==> config.mk <==
export PLATFORM = sky130hd
export DESIGN_NAME = vga_timing_gen
export DESIGN_NICKNAME = d
export VERILOG_FILES = /design/src/rtl/vga_timing_pkg.sv /design/src/rtl/vga_sync_delay.sv /design/src/rtl/vga_timing_gen.sv
export SDC_FILE = /design/constraint.sdc
export NUM_CORES = 1
export LEC_CHECK = 0
export ABC_AREA = 1
export CORE_ASPECT_RATIO = 1.75
export CORE_UTILIZATION = 40
export DETAILED_ROUTE_END_ITERATION = 12
export PLACE_DENSITY = 0.7
export RECOVER_POWER = 25
export SETUP_SLACK_MARGIN = 0.02
export SKIP_CTS_REPAIR_TIMING = 1
export SYNTH_ARGS = -nofsm -noshare
export SYNTH_HDL_FRONTEND = slang
export SYNTH_HIERARCHICAL = 1
export SYNTH_SLANG_ARGS = --single-unit
==> constraint.sdc <==
create_clock -name PCLK_I -period 2.6 [get_ports PCLK_I]
set_input_delay 0.52 -clock PCLK_I [delete_from_list [all_inputs] [get_ports PCLK_I]]
set_output_delay 0.52 -clock PCLK_I [all_outputs]
set_load 0.005 [all_outputs]
==> src/rtl/vga_timing_pkg.sv <==
// Mode and polarity constants shared by the VGA timing generator and its users.
// Includes the standard 640x480 mode and a tiny mode for quick simulation.
package vga_timing_pkg;

    localparam int POL_NEG = 0;
    localparam int POL_POS = 1;

    localparam int VGA_H_DISPW = 640;
    localparam int VGA_H_FP    = 16;
    localparam int VGA_H_PW    = 96;
    localparam int VGA_H_BP    = 48;
    localparam int VGA_V_DISPW = 480;
    localparam int VGA_V_FP    = 10;
    localparam int VGA_V_PW    = 2;
    localparam int VGA_V_BP    = 33;

    localparam int SIM_H_DISPW = 8;
    localparam int SIM_H_FP    = 2;
    localparam int SIM_H_PW    = 6;
    localparam int SIM_H_BP    = 4;
    localparam int SIM_V_DISPW = 6;
    localparam int SIM_V_FP    = 4;
    localparam int SIM_V_PW    = 2;
    localparam int SIM_V_BP    = 3;

    // Bit positions of the signals carried through the sync delay line.
    localparam int SYNC_W     = 4;
    localparam int SYNC_HS    = 0;
    localparam int SYNC_VS    = 1;
    localparam int SYNC_BLANK = 2;
    localparam int SYNC_DE    = 3;

    function automatic int vga_total(input int dispw, input int fp, input int pw, input int bp);
        return dispw + fp + pw + bp;
    endfunction

endpackage

==> src/rtl/vga_sync_delay.sv <==
// CE-gated shift register of configurable depth with per-bit clear values.
// A depth of zero collapses to a plain wire.
module vga_sync_delay #(
    parameter int             DEPTH   = 0,
    parameter int             W       = 4,
    parameter logic [W-1:0]   RST_VAL = '0
) (
    input  logic         i_clk,
    input  logic         i_rst_n,
    input  logic         i_ce,
    input  logic [W-1:0] i_d,
    output logic [W-1:0] o_q
);

    generate
        if (DEPTH == 0) begin : g_wire
            logic w_unused;
            assign w_unused = ^{i_clk, i_rst_n, i_ce};
            assign o_q      = i_d;
        end else begin : g_pipe
            logic [W-1:0] r_stage [DEPTH];

            always_ff @(posedge i_clk or negedge i_rst_n) begin
                if (!i_rst_n) begin
                    for (int i = 0; i < DEPTH; i++) r_stage[i] <= RST_VAL;
                end else if (i_ce) begin
                    r_stage[0] <= i_d;
                    for (int i = 1; i < DEPTH; i++) r_stage[i] <= r_stage[i-1];
                end
            end

            assign o_q = r_stage[DEPTH-1];
        end
    endgenerate

endmodule

==> src/rtl/vga_timing_gen.sv <==
// Parametrised VGA timing generator: counters, sync, blank/DE, coordinates and strobes.
// Outputs are registered from the next-state counters so they line up with HCNT_O/VCNT_O.
module vga_timing_gen
    import vga_timing_pkg::*;
#(
    parameter int H_DISPW = VGA_H_DISPW,
    parameter int H_FP    = VGA_H_FP,
    parameter int H_PW    = VGA_H_PW,
    parameter int H_BP    = VGA_H_BP,
    parameter int H_POL   = POL_NEG,
    parameter int V_DISPW = VGA_V_DISPW,
    parameter int V_FP    = VGA_V_FP,
    parameter int V_PW    = VGA_V_PW,
    parameter int V_BP    = VGA_V_BP,
    parameter int V_POL   = POL_NEG,
    parameter int CNT_W   = 11,
    parameter int DELAY   = 0
) (
    input  logic             PCLK_I,
    input  logic             RST_I,
    input  logic             CE_I,
    output logic [CNT_W-1:0] HCNT_O,
    output logic [CNT_W-1:0] VCNT_O,
    output logic [CNT_W-1:0] X_O,
    output logic [CNT_W-1:0] Y_O,
    output logic             HSYNC_O,
    output logic             VSYNC_O,
    output logic             BLANK_O,
    output logic             DE_O,
    output logic             LINE_O,
    output logic             FRAME_O
);

    localparam int HTOT = vga_total(H_DISPW, H_FP, H_PW, H_BP);
    localparam int VTOT = vga_total(V_DISPW, V_FP, V_PW, V_BP);

    localparam logic [CNT_W-1:0] H_LAST = CNT_W'(HTOT - 1);
    localparam logic [CNT_W-1:0] H_ACT  = CNT_W'(H_DISPW);
    localparam logic [CNT_W-1:0] H_SS   = CNT_W'(H_DISPW + H_FP);
    localparam logic [CNT_W-1:0] H_SE   = CNT_W'(H_DISPW + H_FP + H_PW);
    localparam logic [CNT_W-1:0] V_LAST = CNT_W'(VTOT - 1);
    localparam logic [CNT_W-1:0] V_ACT  = CNT_W'(V_DISPW);
    localparam logic [CNT_W-1:0] V_SS   = CNT_W'(V_DISPW + V_FP);
    localparam logic [CNT_W-1:0] V_SE   = CNT_W'(V_DISPW + V_FP + V_PW);

    localparam logic HS_ON = (H_POL != 0);
    localparam logic VS_ON = (V_POL != 0);

    generate
        if (HTOT > (1 << CNT_W) || VTOT > (1 << CNT_W)) begin : g_bad_width
            $error("vga_timing_gen: HTOT/VTOT do not fit in CNT_W bits");
        end
        if (H_DISPW < 1 || H_FP < 1 || H_PW < 1 || H_BP < 1 ||
            V_DISPW < 1 || V_FP < 1 || V_PW < 1 || V_BP < 1) begin : g_bad_mode
            $error("vga_timing_gen: widths and porches must be at least 1");
        end
        if (DELAY < 0 || DELAY > 7) begin : g_bad_delay
            $error("vga_timing_gen: DELAY must be in 0..7");
        end
    endgenerate

    logic [CNT_W-1:0] r_hcnt, r_vcnt, r_x, r_y;
    logic             r_hsync, r_vsync, r_blank, r_line, r_frame;

    logic [CNT_W-1:0] w_hnext, w_vnext;
    logic             w_hwrap, w_active, w_hs_win, w_vs_win;
    logic [SYNC_W-1:0] w_sync_d, w_sync_q;

    always_comb begin
        w_hwrap  = (r_hcnt == H_LAST);
        w_hnext  = w_hwrap ? '0 : r_hcnt + CNT_W'(1);
        w_vnext  = r_vcnt;
        if (w_hwrap) begin
            w_vnext = (r_vcnt == V_LAST) ? '0 : r_vcnt + CNT_W'(1);
        end
        w_active = (w_hnext < H_ACT) && (w_vnext < V_ACT);
        w_hs_win = (w_hnext >= H_SS) && (w_hnext < H_SE);
        w_vs_win = (w_vnext >= V_SS) && (w_vnext < V_SE);
    end

    always_ff @(posedge PCLK_I or negedge RST_I) begin
        if (!RST_I) begin
            r_hcnt  <= H_LAST;
            r_vcnt  <= V_LAST;
            r_x     <= '0;
            r_y     <= '0;
            r_hsync <= ~HS_ON;
            r_vsync <= ~VS_ON;
            r_blank <= 1'b1;
            r_line  <= 1'b0;
            r_frame <= 1'b0;
        end else if (CE_I) begin
            r_hcnt  <= w_hnext;
            r_vcnt  <= w_vnext;
            r_x     <= w_active ? w_hnext : '0;
            r_y     <= w_active ? w_vnext : '0;
            r_hsync <= w_hs_win ? HS_ON : ~HS_ON;
            r_vsync <= w_vs_win ? VS_ON : ~VS_ON;
            r_blank <= ~w_active;
            r_line  <= (w_hnext == '0);
            r_frame <= (w_hnext == '0) && (w_vnext == '0);
        end
    end

    // Only the video-facing signals are delayed; counters and strobes stay on time.
    always_comb begin
        w_sync_d             = '0;
        w_sync_d[SYNC_HS]    = r_hsync;
        w_sync_d[SYNC_VS]    = r_vsync;
        w_sync_d[SYNC_BLANK] = r_blank;
        w_sync_d[SYNC_DE]    = ~r_blank;
    end

    vga_sync_delay #(
        .DEPTH   (DELAY),
        .W       (SYNC_W),
        .RST_VAL ({1'b0, 1'b1, ~VS_ON, ~HS_ON})
    ) u_sync_delay (
        .i_clk   (PCLK_I),
        .i_rst_n (RST_I),
        .i_ce    (CE_I),
        .i_d     (w_sync_d),
        .o_q     (w_sync_q)
    );

    assign HCNT_O  = r_hcnt;
    assign VCNT_O  = r_vcnt;
    assign X_O     = r_x;
    assign Y_O     = r_y;
    assign HSYNC_O = w_sync_q[SYNC_HS];
    assign VSYNC_O = w_sync_q[SYNC_VS];
    assign BLANK_O = w_sync_q[SYNC_BLANK];
    assign DE_O    = w_sync_q[SYNC_DE];
    assign LINE_O  = r_line;
    assign FRAME_O = r_frame;

endmodule

==> results.yml <==
status:
  status: "finished, final reports clean"
drt:
  dr.pass1.iters: 4
  drc: 0
  wl_per_cell_um: 13.8
  finalWirelength_mm: 6.99
  drtIter0Drc: 127
  antenna_left: 0
  drt-vias-per-instance: 5.08
  vias: 2570
finish:
  final-seq-area_um2: 1240
  fin_nets: 428
  nFillCells: 670
  num_antenna_cells: 0
  drive_gt1_frac: 0.147
  multi_input_area_um2: 1340
  area_growth_syn_to_layout_pct: 26.2
critical_path:
  startpoint_type: "flip-flop"
  r2r_cells: 11
  end_kind: "flip-flop"
  ff2ff_setup_slack_ns: 0.32
  critPathSlowestCell: "dfstp_2"
  cp_cell_sequence: "ha_1 > nand3_1 > nor2_2 > nand2_2 > nor2_1 > nor2_1 > nor2_1 > nand2_1 > nand3_2 > buf_4 > a21oi_2"
  critical_path_buf_inv_count: 1
  cp.required_ns: 2.77
  critPathMaxStageDelay_ns: 0.58
  cp_top_family: "simple AND/OR/NAND/NOR gates"
  path_max_fanout: 14
  critPathArrivalTime_ns: 2.45
  path_class: "flip-flop to flip-flop"
  cp_common_cell: "nor2_1"
  path_depth: 11
floorplan:
  pin_count: 53
  rows: 40
  design.die.area_um2: 7450
  initial_core_util: 0.414
  die_h_um: 113
  fp.dieW_um: 65.7
  design.core.area_um2: 6860
placement:
  post-dp-hpwl_mm: 5.25
  globalplace.congestion: 0.924
  io_buffers: 52
logic_synthesis:
  postSynthAreaPerCell_um2: 7.65
  seq_area_frac_synth: 0.438
  yosysTopAreaCell: "dfrtp_1"
  synth_nets: 378
  synth_top_area_frac: 0.317
  synthCells: 371
  yosysUniqueCellTypes: 32
  synth.top_cells.by_count: "nand2_1 (106), inv_1 (41), nor2_1 (38)"
  yosys_warnings: 6
  yosysMostFrequentCell: "nand2_1"
  synth_edf_count: 0
  ys_async_sr_fraction: 1.00
  syn_area_um2: 2840
  synthTopCellsByArea: "dfrtp_1 (32%), nand2_1 (14%), dfstp_2 (12%)"
  synth-seq-cells: 49
  synth_flop_cell: "dfrtp_1"
sta:
  timing.final.crit_share: 0.877
  finalSetupTns_ns: 0
  max-slew-margin-rel: 0.284
  drv_slew: 0
  rsz0062_at_grt: "no"
  fin_skew_ns: 0.00954
  worstMarginPinSlew_ns: 1.07
  hold_viol_final: 0
  setup_viol: 0
  fmax_mhz: 439
  fin_crit_ns: 2.28
power:
  p_leak_nw: 1.61
  p_total_mw: 2.76
  power_density_nw_per_um2: 771
  peakVddDrop_uv: 451
global_route:
  grt.overflow.total: 0
  grt_max_degree: 44
  antenna_found_initial: 0
  grt_pass1_wl_mm: 11.8
  grt_pass1_vias: 2562
  track_usage: 0.209
cts:
  clk_path_buf_depth: 2
  cts_root_buf: "clkbuf_16"
  cts_tree: "yes"
  clock_sinks: 49
  clk_pin_slew_ns: 0.06
  cts_buffers: 5
  clk-insertion-delay-late_ns: 0.29
  h-tree-depth: 2
hold_path:
  hp-class: "primary input to async pin"
run:
  drv_cap: 0
==> cell type report <==
class / instances / area share
Timing Repair Buffer: 59 / 0.157
Clock inverter: 2 / 0.0105
Clock buffer: 6 / 0.0388
Multi-Input combinational cell: 264 / 0.373
Sequential cell: 49 / 0.347
Inverter: 42 / 0.0440
Tap cell: 84 / 0.0293
==> power breakdown <==
| part | switching (mW) | internal [mW] |
|---|---|---|
| combinational | 0.449 | 0.438 |
| sequential | 0.176 | 0.942 |
| clock | 0.280 | 0.480 |
==> sequential cells by signal, summed over array words and instances, names as in the netlist <==
name / count
FRAME_O: 1
HCNT_O: 11
LINE_O: 1
VCNT_O: 11
X_O: 11
Y_O: 11
r_blank: 1
r_hsync: 1
r_vsync: 1
==> through the flow <==
step | utilization | instances | area, um2 | setup slack [ns] | hold slack (ns)
after detailed placement | 0.497 | 497 | 3400 | 0.202 | 0.367
after global placement | 0.497 | 497 | 3400 | 0.289 | 0.356
after global routing | 0.523 | 506 | 3580 | 0.133 | 0.134
after floorplan | - | 371 | 2840 | 0.638 | 0.224
final | 0.523 | 506 | 3580 | 0.320 | 0.114
after CTS | 0.522 | 505 | 3580 | 0.196 | 0.0548
==> worst register-to-register path, stage by stage (launching register included) <==
cell     delay, ns
dfstp_2       0.58
ha_1          0.26
nand3_1       0.14
nor2_2        0.17
nand2_2       0.18
nor2_1        0.14
nor2_1        0.07
nor2_1        0.08
nand2_1       0.09
nand3_2       0.09
buf_4         0.28
a21oi_2       0.08
==> layer usage <==
metal	track usage	routed length, um
met5	0	0
met4	0.117	272
met2	0.366	3860
met3	0.0320	233
met1	0.234	2630
==> cell families after synthesis <==
kind of cell,share of synthesized area
adders and majority gates,0.0176
DFF,0.438
buffers and inverters,0.0934
xor gates and xnor gates,0.0123
AOI/OAI and AO/OA,0.121
and+or+nand+nor,0.318
==> path summary, 6_finish.rpt <==
| check | startpoint | end |
|---|---|---|
| setup / recovery | HCNT_O[0] | X_O[9] |
| setup reg to reg | HCNT_O[0] | X_O[9] |
| hold / removal | RST_I | Y_O[9] |
| min in group PCLK_I | Y_O[4] | Y_O[4] |
| hold reg to reg | Y_O[4] | Y_O[4] |
| max in group asynchronous | RST_I | VCNT_O[8] |
==> cell usage in the layout, fill, tap and decap left out, drive strengths merged, types with 3 or more instances in the layout <==
cell type,netlist,routed
inv,41,41
nor3,4,4
nand4,6,6
xor2,3,3
dfstp,13,13
a21oi,10,10
ha,4,4
o21ai,37,37
buf,10,6
clkbuf,7,8
clkdlybuf4s50,0,51
o21bai,4,4
nand2,110,110
nand3,33,33
dfrtp,36,36
nor2,43,44
Power figures use the tool's default switching activity.
